File: src/rtl/root_pkg.sv
// root_pkg: flit type codes, arbitration pointer encoding and flit width derivation
package root_pkg;
  typedef enum logic [1:0] {
    FT_WRITE     = 2'b00,
    FT_READ_REQ  = 2'b01,
    FT_READ_RESP = 2'b10,
    FT_DONE      = 2'b11
  } flit_type_t;
  typedef enum logic {RR_WRITE = 1'b0, RR_READ = 1'b1} rr_t;
  localparam int TYPE_W = 2;
  function automatic int flit_width(input int addr_w, input int data_w);
    return TYPE_W + addr_w + data_w;
  endfunction
endpackage

File: src/rtl/root_resp_fifo.sv
// root_resp_fifo: synchronous FIFO that accepts a push when full if a pop happens in the same cycle
module root_resp_fifo #(
  parameter int W = 34,
  parameter int DEPTH = 4
) (
  input  logic                       clk,
  input  logic                       rst,
  input  logic                       push,
  input  logic [W-1:0]               din,
  input  logic                       pop,
  output logic [W-1:0]               dout,
  output logic                       full,
  output logic                       empty,
  output logic [$clog2(DEPTH):0]     count
);
  localparam int AW = $clog2(DEPTH);
  logic [W-1:0] mem [DEPTH];
  logic [AW-1:0] wp, rp;
  logic do_push, do_pop;
  assign empty = count == '0;
  assign full = count == (AW+1)'(DEPTH);
  assign do_pop = pop & !empty;
  assign do_push = push & (!full | do_pop);
  assign dout = mem[rp];
  always_ff @(posedge clk)
    if (do_push) mem[wp] <= din;
  always_ff @(posedge clk)
    if (rst) begin
      wp <= '0;
      rp <= '0;
      count <= '0;
    end else begin
      wp <= wp + AW'(do_push);
      rp <= rp + AW'(do_pop);
      count <= count + (AW+1)'(do_push) - (AW+1)'(do_pop);
    end
endmodule

File: src/rtl/root_host_bridge.sv
// root_host_bridge: host-to-router root endpoint with credit flow control, read tracking and done interrupt
module root_host_bridge
  import root_pkg::*;
#(
  parameter int DATA_W = 16,
  parameter int ADDR_W = 16,
  parameter int CREDIT_INIT = 4,
  parameter int RESP_DEPTH = 4,
  parameter int MAX_OUT = 4,
  parameter int NUM_LEAVES = 16,
  localparam int FLIT_W = flit_width(ADDR_W, DATA_W)
) (
  input  logic              clk,
  input  logic              rst,
  output logic              interrupt,
  input  logic              intr_clear,
  input  logic              write_en,
  input  logic [ADDR_W-1:0] write_addr,
  input  logic [DATA_W-1:0] write_data,
  output logic              write_rdy,
  input  logic              read_en,
  input  logic [ADDR_W-1:0] read_addr,
  output logic              read_rdy,
  output logic              read_data_vld,
  output logic [DATA_W-1:0] read_data,
  input  logic              read_data_rdy,
  output logic              out_data_valid,
  output logic [FLIT_W-1:0] out_data,
  input  logic              downstream_credit,
  input  logic              in_data_valid,
  input  logic [FLIT_W-1:0] in_data,
  output logic              upstream_credit
);
  localparam int CW = $clog2(CREDIT_INIT + 1);
  localparam int DW = $clog2(NUM_LEAVES + 1);
  localparam int QW = $clog2(RESP_DEPTH) + 1;
  logic [CW-1:0] credit_cnt;
  logic [3:0] out_cnt;
  logic [DW-1:0] done_cnt;
  rr_t rr_ptr;
  logic can_send, rd_ok, acc_w, acc_r, acc, pop, full, empty, head_resp, head_done, set_intr;
  logic [FLIT_W-1:0] head;
  logic [QW-1:0] count;
  flit_type_t head_type;
  assign can_send = credit_cnt != '0;
  assign rd_ok = out_cnt < 4'(MAX_OUT);
  assign write_rdy = can_send & (!read_en | !rd_ok | rr_ptr == RR_WRITE);
  assign read_rdy = can_send & rd_ok & (!write_en | rr_ptr == RR_READ);
  assign acc_w = write_en & write_rdy;
  assign acc_r = read_en & read_rdy;
  assign acc = acc_w | acc_r;
  assign head_type = flit_type_t'(head[FLIT_W-1 -: TYPE_W]);
  assign head_resp = !empty & head_type == FT_READ_RESP;
  assign head_done = !empty & head_type == FT_DONE;
  // Responses wait for the host; everything else drains the cycle it reaches the head
  assign pop = !empty & (!head_resp | read_data_rdy);
  assign read_data_vld = head_resp;
  assign read_data = head_resp ? head[DATA_W-1:0] : '0;
  assign set_intr = pop & head_done & done_cnt == DW'(NUM_LEAVES - 1);
  root_resp_fifo #(.W(FLIT_W), .DEPTH(RESP_DEPTH)) u_fifo (
    .clk(clk), .rst(rst), .push(in_data_valid), .din(in_data), .pop(pop),
    .dout(head), .full(full), .empty(empty), .count(count)
  );
  always_ff @(posedge clk)
    if (rst) begin
      credit_cnt <= CW'(CREDIT_INIT);
      out_cnt <= '0;
      done_cnt <= '0;
      rr_ptr <= RR_WRITE;
      interrupt <= 1'b0;
      out_data_valid <= 1'b0;
      out_data <= '0;
      upstream_credit <= 1'b0;
    end else begin
      credit_cnt <= credit_cnt - CW'(acc) + CW'(downstream_credit & (acc | credit_cnt != CW'(CREDIT_INIT)));
      out_cnt <= out_cnt + 4'(acc_r) - 4'(pop & head_resp);
      if (pop & head_done) done_cnt <= set_intr ? '0 : done_cnt + DW'(1);
      if (write_en & read_en & acc) rr_ptr <= acc_w ? RR_READ : RR_WRITE;
      interrupt <= set_intr | (interrupt & !intr_clear);
      out_data_valid <= acc;
      out_data <= acc ? {acc_w ? FT_WRITE : FT_READ_REQ, acc_w ? write_addr : read_addr, acc_w ? write_data : DATA_W'(0)} : '0;
      upstream_credit <= pop;
    end
  always_ff @(posedge clk)
    if (!rst) begin
      assert (!(downstream_credit & !acc & credit_cnt == CW'(CREDIT_INIT)));
      assert (!(in_data_valid & full & !pop));
      assert (count <= QW'(RESP_DEPTH));
    end
endmodule
File: config.mk
export PLATFORM = sky130hd
export DESIGN_NAME = root_host_bridge
export DESIGN_NICKNAME = d
export VERILOG_FILES = /design/src/rtl/root_pkg.sv /design/src/rtl/root_resp_fifo.sv /design/src/rtl/root_host_bridge.sv
export SDC_FILE = /design/constraint.sdc
export NUM_CORES = 1
export LEC_CHECK = 0
export ABC_AREA = 1
export CAP_MARGIN = 20
export CORE_UTILIZATION = 43
export CTS_CLUSTER_SIZE = 25
export DETAILED_ROUTE_END_ITERATION = 10
export PLACE_DENSITY = 0.76
export SYNTH_ARGS = -nofsm -noshare
export SYNTH_HDL_FRONTEND = slang
export SYNTH_SLANG_ARGS = --single-unit
File: constraint.sdc
create_clock -name clk -period 2.6 [get_ports clk]
set_clock_uncertainty 0.2 [all_clocks]
set_input_delay 0.26 -clock clk [delete_from_list [all_inputs] [get_ports clk]]
set_output_delay 0.26 -clock clk [all_outputs]
set_load 0.05 [all_outputs]
Word level (Yosys, flattened, before mapping)
Memories as Yosys holds them, arrays and structs flattened. A register that Yosys moved wholly into a read port is not among the register bits.
Index checks and enable logic that the tools add are counted.
{"block": "totals", "ff_bits": 57, "mem_bits_rw": 136, "inputBits": 90, "output_inout_bits": 56, "word_cells": 75, "n_memories": 1}
{"block": "classes", "add_sub_neg": 9, "order_cmp": 1, "eq_ne": 5, "n_mux": 8, "bitwise": 28, "n_reduce_logical": 11}
{"memory": "u_fifo.mem", "words": 4, "width": 34, "rd": 1, "rd_clocked_by_memory_dff": 1, "write_ports": 1, "line_no": "root_resp_fifo.sv:17", "text": "logic [W-1:0] mem [DEPTH];"}
{"operator": "$mux 16", "count": 2}
{"operator": "$and 1x1->1", "count": 17}
{"operator": "$or 1x1->1", "count": 8}
{"operator": "$logic_not 1->1", "count": 7}
{"operator": "$add 3x1->3", "count": 2}
{"operator": "$sub 3x1->3", "count": 2}
{"operator": "$add 5x1->5 const B", "count": 1}
{"operator": "$eq 5x4->1 const B", "count": 1}
{"operator": "$mux 5", "count": 1}
{"operator": "$add 2x1->2", "count": 2}
{"operator": "$add 4x1->4", "count": 1}
{"operator": "$eq 2x2->1 const B", "count": 2}
{"operator": "$lt 4x3->1 const B", "count": 1}
{"operator": "$mux 1", "count": 4}
{"operator": "$sub 4x1->4", "count": 1}
{"operator": "$eq 3x3->1 const B", "count": 1}
{"operator": "$logic_not 3->1", "count": 1}
{"operator": "$ne 3x3->1 const B", "count": 1}
{"operator": "$not 1->1", "count": 3}
{"operator": "$reduce_bool 3->1", "count": 1}
{"operator": "$reduce_or 3->1", "count": 1}
{"operator": "$mux 2", "count": 1}
{"operator": "$reduce_or 2->1", "count": 1}

Longest topological paths before layout
Gate-level depths: netlist (run 1).
{"block": "depth", "word_depth": 11, "mapped_depth": 15, "depth_no_buf": 15}

By module
From an unflattened synthesis (run 1), not the netlist that was laid out.
{"block": "unflattened", "hier_cells": 756, "area_unflattened_um2": 8051.5}
{"module": "root_resp_fifo", "instances": 1, "cells_per_inst": 452, "area_per_inst_um2": 5861.9, "seq_area_each_um2": 4224.1}
{"module": "root_host_bridge", "instances": 1, "cells_per_inst": 304, "area_per_inst_um2": 2189.6, "seq_area_each_um2": 980.9}

Worst setup path before layout (run 1)
OpenSTA, ideal clock, no wires.
{"block": "synth_path", "path_kind": "register to register", "startpoint": "register u_fifo.count[1]", "endpoint": "register out_cnt[2]", "setup_ps": 128, "t_arrival_ps": 2212, "required_ps": 2272, "path_slack_ps": 60, "path_stages_with_launch": 12, "path_buffers": 1, "period_less_slack_ps": 2540, "cell_sequence": "dfxtp_1 -> nor3_1 -> inv_1 -> nand3_4 -> buf_4 -> nor2_1 -> ha_1 -> inv_1 -> ha_1 -> fa_1 -> xnor2_1 -> nor2_1"}
{"block": "synth_via", "elab_chain_len": 8}
{"element": "from (decl)", "line_no": "root_resp_fifo.sv:14", "text": "output logic [$clog2(DEPTH):0] count"}
{"element": "from (signal assigned)", "line_no": "root_resp_fifo.sv:35", "text": "count <= count + (AW+1)'(do_push) - (AW+1)'(do_pop);"}
{"element": "$logic_not 3->1 (*)", "line_no": "root_resp_fifo.sv:20", "text": "assign empty = count == '0;"}
{"element": "$logic_not 1->1 (*)", "line_no": "root_host_bridge.sv:53, root_host_bridge.sv:56"}
{"element": "$and 1x1->1", "line_no": "root_host_bridge.sv:53", "text": "assign head_resp = !empty & head_type == FT_READ_RESP;"}
{"element": "$logic_not 1->1", "line_no": "root_host_bridge.sv:56", "text": "assign pop = !empty & (!head_resp | read_data_rdy);"}
{"element": "$or 1x1->1", "line_no": "root_host_bridge.sv:56"}
{"element": "$and 1x1->1", "line_no": "root_host_bridge.sv:56"}
{"element": "$and 1x1->1 (*)", "line_no": "root_host_bridge.sv:76", "text": "out_cnt <= out_cnt + 4'(acc_r) - 4'(pop & head_resp);"}
{"element": "$sub 4x1->4 (*)", "line_no": "root_host_bridge.sv:76"}
{"element": "to (signal assigned)", "line_no": "root_host_bridge.sv:76"}
{"element": "to (decl)", "line_no": "root_host_bridge.sv:38", "text": "logic [3:0] out_cnt;"}
Mark *: on every way between the ends. The rest lies on a longest branch, timed or not.
A chain may end at the register's enable or synchronous reset.

==> results of run 1 <==
## repair_timing
action                                  4_1_cts  5_1_grt
pin swaps                                     0        3
resized for setup                             3        9
gates cloned                                  0        0
endpoints found under the setup margin        4        7
hold buffers                                  0        0
endpoints found under the hold margin         0        0
## area by class of cell
cell class | instances | area (um2) | share of cell area (%)
repair buffers | 156 | 1670 | 22.0
clock inverters | 14 | 203 | 2.67
multi-input cells | 295 | 1600 | 21.1
well taps | 143 | 179 | 2.36
inverters | 58 | 220 | 2.90
flip-flops and latches | 128 | 3290 | 43.3
clock buffers | 18 | 429 | 5.66
## path summary, 6_finish.rpt
kind | start | endpoint | slack [ns] | cells after the start
max | u_fifo.rp[0] | read_data[5] | 0.15 | 9
min | write_data[10] | out_data[10] | 0.16 | 3
max reg2reg | u_fifo.rp[0] | out_cnt[2] | 0.17 | 12
min reg2reg | interrupt | interrupt | 0.27 | 2
## cells by family after synthesis
logic type / Yosys count / synth area share [%]
xor+xnor: 7 / 1.18
simple gates: 195 / 16.6
fa+ha+maj: 16 / 4.30
buf+inv: 78 / 6.28
compound gates: 76 / 8.14
other cells: 1 / 0.0724
flops: 128 / 63.4
## power breakdown
part           total (mW)  internal [mW]  switching [mW]
clock                2.49           1.62           0.870
sequential           2.52           2.40           0.120
combinational        3.29           1.31            1.98
## layer usage
metal  vias to the layer above  track usage, %  part of all wire (%)  routed length, um
met5                         -               0                     0                  0
met3                        10            8.38                    10               1160
met4                         0            7.12                   1.0                112
met2                       154            32.9                    50               5590
li1                       1954               -                     -                  -
met1                      1858            20.1                    38               4260
## registers in the layout, summed over array words and instances, names as in the netlist
register	flops
done_cnt	5
out_cnt	4
out_data	33
u_fifo.wp	2
u_fifo.rp	2
out_data_valid	1
rr_ptr	1
u_fifo.mem	72
u_fifo.count	3
credit_cnt	3
interrupt	1
upstream_credit	1
## critical path, delay by kind of cell (launching register included)
family	cells	cell delay [ns]
DFF	1	0.37
buffers and inverters	4	0.62
AOI/OAI and AO/OA	1	0.29
and+or+nand+nor	4	0.29
## cells in the final DEF (no fill, tap or decap), types with 2 or more instances in the layout
master,instances
clkdlybuf4s50_1,109
nor2_1,98
edfxtp_1,72
dfxtp_1,55
inv_1,49
nand2_1,44
o21ai_0,31
buf_4,29
a21oi_1,28
nand3_1,26
buf_12,18
clkbuf_16,17
a21oi_2,12
ha_1,12
inv_2,8
nand2_2,6
o21ai_1,4
nand4_1,4
nor2_2,4
xor2_1,4
bufinv_16,4
inv_6,4
clkinv_4,4
nand3_2,3
nand2_4,3
xnor2_1,3
fa_1,2
==> impl_metrics.yaml, run 1 <==
status:
  status: "complete, but fails checks"
  violations: "design-rule violations"
drt:
  antenna_left: 0
  drt-total-wl_um: 11100
  vias_per_cell: 4.90
  vias: 3976
  dr.pass1.iters: 9
  detail_route.iter0.violations: 154
  post-route-drc-count: 4
  wl_per_cell_um: 13.7
final_layout:
  n_fill_cell: 839
  finalNonFillerCells: 812
  design_area_um2: 7590
  diodes: 0
  drive_gt1_share_pct: 18.4
  fin_util_pct: 65.6
  syn_to_final_growth_pct: 46.6
  finish.net_count: 762
timing:
  hold_ws_ns: 0.162
  period_share_pct: 94.4
  finalMaxSlewViolations: 0
  slew_headroom_pct: 62.5
  tightest_slew_ns: 0.560
  setup_viol: 0
  tns_ns: 0
  hold_viol_final: 0
  period_minus_slack_ns: 2.45
  fmax_ghz: 0.408
  fin_ws_ns: 0.146
global_routing:
  grt_overflow: 0
  grtUsageTotal_pct: 18.9
  grt_pass1_wl_um: 18000
  grt_max_degree: 34
  first_global_vias: 3903
  antenna_found_initial: 0
placement:
  port-buffer-count: 128
  dpl_worst_slack_ns: -0.0644
  gp_congestion: 0.750
  placedCellCount: 780
  placed_cell_area_um2: 6930
  dp_hpwl_um: 7750
synth:
  synth.ff_latch_count: 128
  ys.flop_type: "edfxtp_1"
  synth-edff-count: 72
  ys_types: 35
  syn_inst: 501
  synth.net_count: 607
  synth_top_area_share_pct: 41.8
  synth_area_um2: 5180
  synth_top_cell_by_area: "edfxtp_1"
  netlist_top_cells_count: "nor2_1, edfxtp_1, dfxtp_1"
  synth.most_common_cell: "nor2_1"
  yosys_warnings: 0
  synth.avg_cell_area_um2: 10.3
  ys_seq_area_share_pct: 63.4
  synth_area_leaders: "edfxtp_1, dfxtp_1, nor2_1, inv_1, nand2_1"
  synthArstFlopShare_pct: 0
die:
  core_um2: 11600
  start_util_pct: 44.8
  io_pins: 146
  die_h_um: 112
  row_count: 39
  die_w_um: 112
  die-area_um2: 12500
worst_setup_path:
  crit_type: "flop to output port"
  cp_slowest_cell: "dfxtp_4"
  worst-endpoint-arrival_ns: 1.99
  cp_common_cell: "buf_4"
  worstPathRequired_ns: 2.14
  cp_max_fo: 17
  cp_cell_sequence: "inv_2 -> nand2_1 -> nand3_2 -> nand2_4 -> buf_4 -> nand3_4 -> buf_4 -> a21oi_1 -> buf_12"
  slowest_delay_ns: 0.37
  cp-end-kind: "output port"
  startpoint_type: "flop"
cts:
  cts_buffers: 17
  clk_latency_ns: 0.41
  cts_root_buf: "clkbuf_16"
  cts_max_path_buffers: 2
  path_clk_slew_ns: 0.06
  postCtsSetupRepairBufs: 0
  clock_sinks: 128
  htree_levels: 4
  cts_tree: "built"
power_and_ir_drop:
  power_mw: 8.30
  power.density_nw_per_um2: 1090
  power.leakage_nw: 3.03
  ir_worst_vdd_mv: 0.471
min_path:
  hold_path_class: "input port to flop"
run:
  drv_cap: 0
(Power assumes the default switching activity.)
==> inputs of run 2 (changes only) <==
--- a/config.mk
+++ b/config.mk
@@ -10,7 +10,9 @@
 export CORE_UTILIZATION = 43
 export CTS_CLUSTER_SIZE = 25
 export DETAILED_ROUTE_END_ITERATION = 10
+export GPL_TIMING_DRIVEN = 1
 export PLACE_DENSITY = 0.76
+export REMOVE_ABC_BUFFERS = 1
 export SYNTH_ARGS = -nofsm -noshare
 export SYNTH_HDL_FRONTEND = slang
 export SYNTH_SLANG_ARGS = --single-unit
==> impl_metrics.yaml, run 2 (synthesized netlist as in run 1, its figures left out) <==
status:
  status: "complete, but fails checks"
  violations: "design-rule violations"
run:
  drv_cap: 0
cts:
  clock_sinks: 128
  cts_root_buf: "clkbuf_16"
  cts_tree: "built"
  cts_max_path_buffers: 2
  htree_levels: 4
  clk_latency_ns: 0.41
  path_clk_slew_ns: 0.06
  cts_buffers: 17
placement:
  port-buffer-count: 128
  placedCellCount: 781
  gp_congestion: 0.770
  dp_hpwl_um: 7970
  placed_cell_area_um2: 6930
timing:
  tightest_slew_ns: 0.524
  rsz0062_at_grt: "true"
  setup_viol: 0
  fmax_ghz: 0.402
  period_minus_slack_ns: 2.49
  hold_ws_ns: 0.175
  hold_viol_final: 0
  period_share_pct: 95.7
  slew_headroom_pct: 64.9
  finalMaxSlewViolations: 0
final_layout:
  n_fill_cell: 854
  syn_to_final_growth_pct: 47.0
  finalNonFillerCells: 814
  finish.net_count: 764
  top_register: "u_fifo.mem"
  top_regs: "u_fifo.mem: 72 flops, out_data: 33 flops, done_cnt: 5 flops"
  final_cell_mix: "clkdlybuf4s50_1, nor2_1, edfxtp_1"
  layout_commonest_cell: "clkdlybuf4s50_1"
  design_area_um2: 7610
  largest_reg_flops: 72
  drive_gt1_share_pct: 18.8
  diodes: 0
worst_setup_path:
  rr_worst_depth: 15
  cp_max_fo: 17
  startpoint_type: "flop"
  rr_endpoint: "u_fifo.count[2]"
  cp-end-kind: "output port"
  worstPathRequired_ns: 2.14
  reg2reg_from: "u_fifo.rp[0]"
  reg2reg_slack_ns: 0.11
  worst-endpoint-arrival_ns: 2.03
  crit_type: "flop to output port"
drt:
  wl_per_cell_um: 13.8
  vias_per_cell: 4.82
  antenna_left: 0
  vias: 3927
  drt-total-wl_um: 11300
  detail_route.iter0.violations: 200
  post-route-drc-count: 5
  dr.pass1.iters: 7
die:
  core_um2: 11600
  row_count: 39
  die_h_um: 112
  start_util_pct: 44.8
  io_pins: 146
  die-area_um2: 12500
  die_w_um: 112
min_path:
  hold_path_class: "input port to flop"
  whs_path_depth: 3
  holdPathEnd: "out_data[8]"
  min_from: "write_data[8]"
power_and_ir_drop:
  power.leakage_nw: 3.05
  ir_worst_vdd_mv: 0.546
  power.density_nw_per_um2: 1090
global_routing:
  first_global_vias: 3942
  grt_pass1_wl_um: 18100
  antenna_found_initial: 0
  grt_overflow: 0
  grtUsageTotal_pct: 19.0
  grt_max_degree: 21
-- run 2: cell count changes in the layout (fill, tap and decap cells not counted), sizes merged --
cell,before,now
inv,62,59
clkinv,4,3
clkinvlp,2,1
bufinv,4,1
clkbuf,18,26
buf,47,49
-- run 2: routing by layer --
layer,track usage (%),share of wire [%],up-vias,routed length [um]
met3,8.60,9.6,7,1080
met2,33.0,50,144,5580
met1,20.1,40,1817,4500
met4,6.94,0.76,0,85
li1,-,-,1959,-
met5,0,0,-,0
-- run 2: how the worst max path moves through the flow --
stage | end | startpoint | slack (ns)
after floorplan | u_fifo.count[2] | u_fifo.rp[0] | -0.95
after global placement | u_fifo.count[2] | u_fifo.rp[0] | -0.009
after detailed placement | u_fifo.count[2] | u_fifo.rp[0] | -0.09
after CTS | read_data[0] | u_fifo.rp[0] | 0.03
after global routing | u_fifo.count[2] | u_fifo.rp[0] | -0.02
final | read_data[5] | u_fifo.rp[0] | 0.11
-- run 2: timing repair --
item | 4_1_cts | 5_1_grt
gates cloned | 0 | 0
hold buffers | 0 | 0
buffers inserted | 0 | 1
setup endpoints to repair | 19 | 19
pin swaps | 0 | 2
gates resized for setup | 2 | 16
-- run 2: final cells by class --
class                           count  area, um2  share of cell area, %
Inverter                           58        223                   2.93
Clock buffer                       26        573                   7.53
Sequential cell                   128       3290                   43.2
Multi-Input combinational cell    295       1600                   21.0
Tap cell                          143        179                   2.35
Clock inverter                      6       62.6                  0.822
Timing Repair Buffer              158       1680                   22.1
-- run 2: critical path, cell delays in order, from the launching register on --
cell and delay [ns]:
dfxtp_4 0.36, buf_4 0.15, nand2_1 0.07, nand3_2 0.08, nand2_4 0.06, buf_4 0.16, nand3_4 0.07, buf_4 0.21
a21oi_1 0.26, buf_12 0.18
-- run 2: through the flow --
step / setup slack [ns] / util, % / TNS, ns / total power, mW
floorplan: -0.949 / - / -47.27 / 4.45
global route: -0.0213 / 65.8 / -0.0213 / 8.71
global placement: -0.00868 / 59.9 / -0.00868 / 5.69
finish: 0.111 / 65.8 / 0 / 8.27
detailed placement: -0.0886 / 59.9 / -0.172 / 5.81
CTS: 0.0270 / 65.4 / 0 / 8.28
-- run 2: power by group --
group	internal (mW)	total, mW	switching [mW]
Sequential	2.40	2.53	0.129
Combinational	1.33	3.32	1.99
Clock	1.61	2.42	0.810
==> inputs of run 3 (changes only) <==
--- a/config.mk
+++ b/config.mk
@@ -5,7 +5,6 @@
 export SDC_FILE = /design/constraint.sdc
 export NUM_CORES = 1
 export LEC_CHECK = 0
-export ABC_AREA = 1
 export CAP_MARGIN = 20
 export CORE_UTILIZATION = 43
 export CTS_CLUSTER_SIZE = 25
==> impl_metrics.yaml, run 3 <==
placement:
  gp_congestion: 0.741
  dp_hpwl_um: 7100
  port-buffer-count: 128
  placedCellCount: 635
  placed_cell_area_um2: 6840
global_routing:
  first_global_vias: 3277
  grtUsageTotal_pct: 18.1
  grt_pass1_wl_um: 15800
  grt_max_degree: 23
  grt_overflow: 0
  antenna_found_initial: 0
cts:
  cts_buffers: 17
  cts_max_path_buffers: 2
  clock_sinks: 128
  hold_buffers: 0
  cts_root_buf: "clkbuf_16"
  clk_latency_ns: 0.40
  cts_tree: "built"
  path_clk_slew_ns: 0.05
  htree_levels: 4
timing:
  fin_ws_ns: -0.183
  setup_viol: 22
  finalMaxSlewViolations: 0
  slew_headroom_pct: 62.9
  hold_viol_final: 0
  fmax_ghz: 0.359
  period_minus_slack_ns: 2.78
  tightest_slew_ns: 0.555
  rsz0062_at_grt: "true"
  period_share_pct: 107
synth:
  ys_seq_area_share_pct: 65.0
  synth-edff-count: 72
  yosys_warnings: 0
  synthArstFlopShare_pct: 0
  netlist_top_cells_count: "edfxtp_1, dfxtp_1, nor2_1"
  synth.ff_latch_count: 128
  synth.most_common_cell: "edfxtp_1"
  synth_top_area_share_pct: 42.8
  synth_area_um2: 5050
  ys.flop_type: "edfxtp_1"
  ys_types: 38
  syn_inst: 351
  synth_area_leaders: "edfxtp_1, dfxtp_1, mux4_2, mux2i_1, ha_1"
  synth_top_cell_by_area: "edfxtp_1"
  synth.avg_cell_area_um2: 14.4
worst_setup_path:
  crit_type: "flop to flop"
  crit_family: "adder cells"
  cp_max_fo: 3
  crit_buf_inv: 2
  cp_common_cell: "ha_4"
  cp-end-kind: "flop"
  slowest_delay_ns: 0.52
  cp_cell_sequence: "nand2b_1 -> mux4_2 -> buf_6 -> nand2b_4 -> nor2_4 -> ha_4 -> inv_4 -> ha_4 -> fa_2 -> nor2b_1"
  worstPathRequired_ns: 2.69
  worst-endpoint-arrival_ns: 2.87
  startpoint_type: "flop"
  cp_slowest_cell: "mux4_2"
drt:
  drt-total-wl_um: 10700
  post-route-drc-count: 0
  vias: 3329
  top_layer_used: "met4"
  dr.pass1.iters: 4
  antenna_left: 0
  wl_met3_um: 421
  wl_per_cell_um: 15.8
  vias_per_cell: 4.91
  wl_met1_um: 4290
  wl_met2_um: 5840
  detail_route.iter0.violations: 139
power_and_ir_drop:
  p_int_mw: 5.27
  power.leakage_nw: 2.99
  switching_share_pct: 31.4
  switching_power_mw: 2.41
  power_frac_comb_pct: 37.7
  power_mw: 7.69
  clkPwrFrac_pct: 29.8
  p_seq_share_pct: 32.5
  ir_worst_vdd_mv: 0.627
  power.density_nw_per_um2: 986
die:
  row_count: 39
  die_h_um: 110
  core_um2: 11400
  die_w_um: 110
  io_pins: 146
  start_util_pct: 44.2
  die-area_um2: 12200
status:
  violations: "negative setup slack"
  status: "complete, but fails checks"
final_layout:
  largest_reg_flops: 72
  finalNonFillerCells: 678
  diodes: 0
  fin_util_pct: 68.3
  finish.net_count: 628
  drive_gt1_share_pct: 25.0
  syn_to_final_growth_pct: 54.4
  layout_commonest_cell: "clkdlybuf4s50_1"
  n_fill_cell: 803
  final_cell_mix: "clkdlybuf4s50_1, edfxtp_1, dfxtp_1"
  design_area_um2: 7800
  top_regs: "u_fifo.mem: 72 flops, out_data: 33 flops, done_cnt: 5 flops"
  top_register: "u_fifo.mem"
min_path:
  hold_path_class: "input port to flop"
run:
  drv_cap: 0
[run 3: worst paths after layout]
kind,depth (start not counted),slack [ns],from,end
min,2,0.21,write_data[12],out_data[12]
max,10,-0.18,u_fifo.mem[3][32],out_cnt[1]
min reg2reg,2,0.27,interrupt,interrupt
max reg2reg,10,-0.18,u_fifo.mem[3][32],out_cnt[1]
[run 3: layout make-up]
| class | count | area (um2) | area share, % |
|---|---|---|---|
| clock buffers | 19 | 433 | 5.55 |
| clock inverters | 13 | 145 | 1.86 |
| inverters | 17 | 78.8 | 1.01 |
| multi-input cells | 195 | 1920 | 24.6 |
| flip-flops and latches | 128 | 3280 | 42.1 |
| well taps | 143 | 179 | 2.29 |
| repair buffers | 163 | 1760 | 22.6 |
[run 3: power by group through the flow]
stage,combinational (mW),clock [mW],sequential (mW)
2_1_floorplan,1.22,0,2.85
3_3_place_gp,2.45,0,2.52
3_5_place_dp,2.49,0,2.53
4_1_cts,2.75,2.34,2.49
5_1_grt,3.10,2.43,2.52
6_report,2.90,2.29,2.50
[run 3: kinds of logic (layout without fill, tap and decap cells)]
| family | Yosys count | after routing | synth area share (%) |
|---|---|---|---|
| flip-flops | 128 | 128 | 65.0 |
| AND/OR/NAND/NOR | 117 | 117 | 12.5 |
| multiplexers | 36 | 36 | 12.3 |
| buffers and inverters | 28 | 212 | 2.45 |
| AO/OA/AOI/OAI | 17 | 17 | 1.93 |
| adder cells (fa/ha/maj) | 16 | 16 | 4.41 |
| XOR/XNOR | 8 | 8 | 1.39 |
| other | 1 | 1 | 0.0742 |
[run 3: through the flow]
step / setup slack [ns] / hold WS [ns] / setup TNS [ns]
2_1_floorplan: -1.39 / 0.129 / -83.89
3_3_place_gp: -0.131 / 0.258 / -1.70
3_5_place_dp: -0.183 / 0.275 / -2.99
4_1_cts: -0.136 / 0.188 / -1.84
5_1_grt: -0.292 / 0.203 / -4.21
6_report: -0.183 / 0.208 / -2.68
[run 3: repair_timing]
item / CTS / global route
pin swaps: 4 / 7
gates cloned: 0 / 1
resized for setup: 46 / 21
endpoints found under the setup margin: 47 / 53
setup buffers: 7 / 3
[run 3: metal layers]
metal  vias up  global-route usage [%]
met5         -                       0
met4         0                    7.80
met3        17                    5.17
met2        84                    31.4
met1      1619                    20.8
li1       1609                       -
==> patch 1, RTL diff (config.mk and constraints of run 2) <==
`out_data` no longer has a reset.
--- a/src/rtl/root_host_bridge.sv
+++ b/src/rtl/root_host_bridge.sv
@@ -69,7 +69,6 @@
       rr_ptr <= RR_WRITE;
       interrupt <= 1'b0;
       out_data_valid <= 1'b0;
-      out_data <= '0;
       upstream_credit <= 1'b0;
     end else begin
       credit_cnt <= credit_cnt - CW'(acc) + CW'(downstream_credit & (acc | credit_cnt != CW'(CREDIT_INIT)));
@@ -78,9 +77,12 @@
       if (write_en & read_en & acc) rr_ptr <= acc_w ? RR_READ : RR_WRITE;
       interrupt <= set_intr | (interrupt & !intr_clear);
       out_data_valid <= acc;
-      out_data <= acc ? {acc_w ? FT_WRITE : FT_READ_REQ, acc_w ? write_addr : read_addr, acc_w ? write_data : DATA_W'(0)} : '0;
       upstream_credit <= pop;
     end
+
+  always_ff @(posedge clk) begin
+      out_data <= acc ? {acc_w ? FT_WRITE : FT_READ_REQ, acc_w ? write_addr : read_addr, acc_w ? write_data : DATA_W'(0)} : '0;
+  end
   always_ff @(posedge clk)
     if (!rst) begin
       assert (!(downstream_credit & !acc & credit_cnt == CW'(CREDIT_INIT)));
Check against the original RTL: differs if rst is asserted again (counterexample within 4 cycles, from zero or initial values and one cycle with rst high); with rst held inactive, the same outputs for 4 cycles.
==> patch 1 against run 2 <==
First-iteration DRC count shrank 12%. Final cell count grew 2.1%. Design area shrank 0.21%. Sequential share of layout area grew 0.076 points. Utilization shrank 2.3 points. Synthesized cell count grew 2.6%. Via count grew 2.3%. Hold slack lost 6.4 ps. Wire length grew 3.3%. Power grew 3.5%. Synthesized area grew 1.9%. Highest routed layer unchanged. Setup slack lost 33 ps. Sequential cell count is the same.
==> patch 1: results (changes against run 2) <==
Yosys:
- The mean cell area of the mapped netlist came to 10.3 µm² (about the same).
- The number of enable-type register cells in the synthesized netlist came to 72 (unchanged).
- Top cells by area, synth: edfxtp_1 41%, dfxtp_1 21%, nor2_1 7.3% (was edfxtp_1 42%, dfxtp_1 22%, nor2_1 7.3%).
- The portion of the post-synthesis area used by sequential elements came to 62.2% (was 63.4%).
- The fraction of registers with async set or reset after synthesis is 0% (unchanged).
- The most instantiated flip-flop cell in the synthesis netlist is edfxtp_1 (unchanged).
- The number of distinct library cell variants in the gate-level netlist after synthesis is 34 (was 35).
- The count of synthesis-stage warnings from yosys came to 0 (unchanged).
- Top cell types by occurrence after synthesis: 102 x nor2_1, 85 x inv_1, 72 x edfxtp_1 (was 101 x nor2_1, 72 x edfxtp_1, 56 x dfxtp_1).

Timing:
- The worst slew margin relative to its limit is 60.9% (was 64.9%).

Worst setup path:
- The critical path arrival is 2060 ps (was 2030 ps).
- The maximum net fanout on the critical path is 17 (unchanged).
- The depth of the most critical reg-to-reg path is 15 (unchanged).
- The type of the worst setup path was flip-flop to output pin (unchanged).

Clocking:
- The maximum clock path buffer count is 2 (unchanged).
- The clock-pin slew on the worst setup and hold paths is 60 ps (about the same).
- The clock root buffer is clkbuf_16 (unchanged).
- The H-tree depth reported by CTS was 4 (unchanged).
- The later pin in the worst-skew pair is clocked with a latency of 400 ps.
- The number of clock buffers inserted by TritonCTS was 17 (unchanged).

Worst hold path:
- The path type of the worst min-delay path is primary input to flip-flop (unchanged).
- The number of cells on the worst hold path is 3 (unchanged).

Global routing:
- The largest net degree at the start of global routing came to 35 (was 21).
- The first-pass GRT wire length is 18300 µm (was 18100 µm).
- The number of antenna violations at the first check in global routing is 0 (unchanged).
- The global routing usage summed across all routing layers is 18.9% (was 19.0%).

Power:
- The leakage power total is 3.20 nW (was 3.05 nW).
- The highest ir drop seen on vdd is 587 µV (was 546 µV).

Route:
- The average detailed-routed wire length per instance is 14.0 µm (was 13.8 µm).
- The number of iterations in the first detailed-routing pass is 4 (was 7).
- The mean number of vias per cell came to 4.84 (was 4.82).
- The DRC violation total after the first TritonRoute iteration is 177 (was 200).

Placement:
- The weighted congestion reported at the end of routability-driven placement is 0.787 (was 0.770).
- The post-detailed-placement half-perimeter wirelength is 8220 µm (was 7970 µm).
- The number of cells in the design after placement is 797 (was 781).
- The number of port buffers was 128 (unchanged).
- The worst setup slack after placement is -149 ps (was -88.6 ps).

Cells and area:
- Top Registers: u_fifo.mem (72), out_data (33), done_cnt (5) (unchanged).
- The number of nets in the final layout is 777 (was 764).
- The post-route non-filler standard cell count was 831 (was 814).
- The count of filler cells inserted in the layout is 924 (was 854).
- The number of antenna repair diodes was 0 (unchanged).
- The share of cells above drive strength 1 was 18.7% (was 18.8%).

Run status:
- Result of the run: complete, no violations (was finished with violations).
==> patch 1: changes by cell type in the layout (fill, tap and decap cells not counted), moves of 12 or more <==
cell,change
o21ai_0,+12
o21ai_1,+12
nand2_1,-18
a21oi_1,-15
inv_1,+36
nand3_1,-18
==> patch 1: final timing paths <==
| path | end | from | slack, ps |
|---|---|---|---|
| max reg2reg | u_fifo.count[2]$_SDFF_PP0_ | u_fifo.rp[0]$_SDFF_PP0_ | 90 |
| min reg2reg | interrupt$_SDFF_PP0_ | interrupt$_SDFF_PP0_ | 260 |
| max | read_data[1] | u_fifo.rp[0]$_SDFF_PP0_ | 80 |
| min | out_data[7]$_SDFF_PN0_ | write_data[7] | 170 |
==> patch 1: routing by layer <==
metal	vias to the layer above	routed length, µm	global-route usage (%)
met5	-	0	0
met4	0	168	8.27
met3	14	967	7.28
met2	157	6060	33.7
met1	1873	4430	19.9
li1	1974	-	-
==> patch 1: logic make-up after synthesis <==
kind of cell	count (synthesis)	synth area share (%)
DFF	128	62.2
buffers and inverters	109	8.61
other	1	0.0711
and+or+nand+nor	158	13.4
AOI/OAI and AO/OA	95	10.3
adders and majority gates	16	4.22
xor gates and xnor gates	7	1.16
==> patch 1: cell type report <==
cell class	count	area [µm²]	share of cell area, %
clock inverter	10	61.3	0.807
inverter	90	338	4.45
tap	147	184	2.42
clock buffer	22	483	6.36
multi-input combinational	277	1580	20.8
sequential	128	3290	43.3
timing repair buffer	157	1660	21.9
==> patch 1: critical path: stages (launching register included) <==
cell     delay (ps)
dfxtp_4         360
buf_4           160
nand2_1          80
nand3_2          90
nand2_4          60
buf_4           160
nand3_4          70
buf_4           240
a21oi_1         260
buf_12          170
==> patch 1: power breakdown <==
group	switching (mW)	total [mW]	internal, mW
Combinational	2.36	3.84	1.48
Clock	0.809	2.12	1.31
Sequential	0.135	2.60	2.46
Total	3.30	8.56	5.26
==> patch 1: per-stage QoR <==
step / TNS (ps) / utilization, % / instance area, µm² / hold slack [ps] / total power, mW
after floorplan: -44790 / - / 5160 / 127 / 4.88
after global placement: -52.0 / 58.5 / 6990 / 255 / 6.25
after detailed placement: -419 / 58.5 / 6990 / 261 / 6.39
after CTS: 0 / 63.1 / 7550 / 152 / 8.54
after global routing: -90.3 / 63.5 / 7590 / 161 / 9.02
final: 0 / 63.5 / 7590 / 169 / 8.56
==> patch 1: repair_timing <==
item                       4_1_cts  5_1_grt
setup endpoints to repair       19       11
pin swaps                        0        3
buffers inserted                 0        2
resized for setup                4       13
==> patch 2, RTL diff (settings of run 2) <==
Made on the original files. Change the parameter `DATA_W` from 16 to 32.
--- a/src/rtl/root_host_bridge.sv
+++ b/src/rtl/root_host_bridge.sv
@@ -2,7 +2,7 @@
 module root_host_bridge
   import root_pkg::*;
 #(
-  parameter int DATA_W = 16,
+  parameter int DATA_W = 32,
   parameter int ADDR_W = 16,
   parameter int CREDIT_INIT = 4,
   parameter int RESP_DEPTH = 4,
Ports: changed (resized in_data, out_data, read_data and write_data); port bits go from 146 to 210. No check against the original RTL was run, so the function may have changed too.
==> patch 2 against run 2 <==
Global-route usage shrank 0.80 points. Setup slack gained 3.4 ps. Synthesized area grew 57%. Wire length grew 58%. Power grew 40%. Design area grew 48%. Sequential cell count grew 80. Fmax grew 0.14%. Critical endpoint unchanged. Largest cell class unchanged.
==> patch 2: results (changes against run 2) <==
Cells and area:
- The share of cells above drive strength 1 was 17.0% (was 18.8%).
- The count of filler cells inserted in the layout is 1408 (was 854).
- Top Registers: u_fifo.mem (136), out_data (49), done_cnt (5) (was u_fifo.mem (72), out_data (33), done_cnt (5)).
- The number of nets in the final layout is 1092 (was 764).

Run status:
- Result of the run: complete, no violations (was finished with violations).

Route:
- The number of iterations in the first detailed-routing pass is 5 (was 7).
- The met2 wire length came to 8840 µm (was 5580 µm).
- The final routed wirelength across all metal layers is 17700 µm (was 11300 µm).
- The DRC violation total after the first TritonRoute iteration is 274 (was 200).
- The length of routed wiring on met1 came to 6840 µm (was 4500 µm).
- The detailed route wirelength on metal3 is 1920 µm (was 1080 µm).
- The total via count after detailed routing is 5811 (was 3927).

Global routing:
- The met1 usage in global routing came to 20.2% (was 20.1%).
- The number of antenna violations at the first check in global routing is 1 (was 0).
- The global routing usage on met2 is 32.4% (was 33.0%).
- The global routing usage summed across all routing layers is 18.2% (was 19.0%).
- The global routing usage on met3 is 7.09% (was 8.60%).
- The largest net degree at the start of global routing is 58 (was 21).
- The first-pass GRT wire length is 28000 µm (was 18100 µm).

Worst hold path:
- The path type of the worst min-delay path is primary input to flip-flop (unchanged).
- The launch instance of the worst min-delay path is write_data[7] (was write_data[8]).

Power:
- The highest ir drop seen on vdd is 521 µV (was 546 µV).
- The switching power came to 4.24 mW (was 2.93 mW).
- The leakage power total was 4.36 nW (was 3.05 nW).

Placement:
- The number of port buffers is 192 (was 128).
- The weighted congestion reported at the end of routability-driven placement was 0.756 (was 0.770).
- The post-detailed-placement half-perimeter wirelength came to 11200 µm (was 7970 µm).

Clocking:
- The maximum clock path buffer count is 3 (was 2).
- The H-tree depth reported by CTS is 1 (was 4).
- The number of clock buffers inserted by TritonCTS is 21 (was 17).
- The clock insertion delay at the later pin of the skew report is 490 ps (was 410 ps).

Timing:
- The worst slew margin relative to its limit is 63.9% (was 64.9%).

Yosys:
- The count of synthesis-stage warnings from yosys is 0 (unchanged).
- The portion of the post-synthesis area used by sequential elements is 68.1% (was 63.4%).
- Top cell types by occurrence after synthesis: 183 x nor2_1, 136 x edfxtp_1, 72 x dfxtp_1 (was 101 x nor2_1, 72 x edfxtp_1, 56 x dfxtp_1).
- The number of distinct library cell variants in the gate-level netlist after synthesis is 29 (was 35).
- The number of enable-type register cells in the synthesized netlist is 136 (was 72).
- Top cells by area, synth: edfxtp_1 50%, dfxtp_1 18%, nor2_1 8.5% (was edfxtp_1 42%, dfxtp_1 22%, nor2_1 7.3%).

Worst setup path:
- The maximum net fanout on the critical path is 57 (was 17).
- The longest individual stage delay on the worst path is 390 ps (was 360 ps).
[patch 2: power by group through the flow]
stage	Combinational [mW]	Sequential [mW]	Clock, mW
6_report	4.45	4.01	3.12
5_1_grt	4.84	4.04	3.34
4_1_cts	4.23	3.99	3.20
3_5_place_dp	4.16	4.06	0
3_3_place_gp	4.08	4.05	0
2_1_floorplan	2.26	4.50	0
[patch 2: final cells by class]
type	count	area, µm²	share of cell area (%)
clock buffers	25	541	4.80
clock inverters	12	176	1.57
inverters	72	273	2.42
multi-input cells	427	2260	20.1
flip-flops and latches	208	5530	49.1
well taps	229	287	2.54
repair buffers	224	2190	19.5
[patch 2: per-stage QoR]
step                      setup WS (ps)  utilization [%]  instances
after floorplan                   -2350                -        707
after global placement            -86.5             57.0       1157
after CTS                         -55.4             61.1       1194
final                               114             61.9       1197
after global routing              -64.9             61.9       1197
after detailed placement           -155             57.0       1157
[patch 2: cells by family (layout without fill, tap and decap cells)]
kind of cell	Yosys count	after routing	share of synthesized area, %
simple gates	280	280	13.9
xor+xnor	7	7	0.755
buf+inv	107	333	5.56
other cells	1	1	0.0462
flops	208	208	68.1
compound gates	123	123	8.88
fa+ha+maj	16	16	2.74
[patch 2: path summary, 6_finish.rpt]
check	endpoint	slack, ps	cells after the start
worst max register to register	u_fifo.count[2]$_SDFF_PP0_	120	17
worst max-delay path	read_data[5]	110	6
worst min-delay path	out_data[7]$_SDFF_PP0_	80	3
worst min register to register	rr_ptr$_SDFFE_PP0P_	280	2
[patch 2: repair_timing]
action / CTS / global route
gates resized for setup: 6 / 31
pin swaps: 0 / 8
setup endpoints to repair: 34 / 39
cloned: 0 / 1
hold buffers: 0 / 0
buffers inserted: 0 / 3
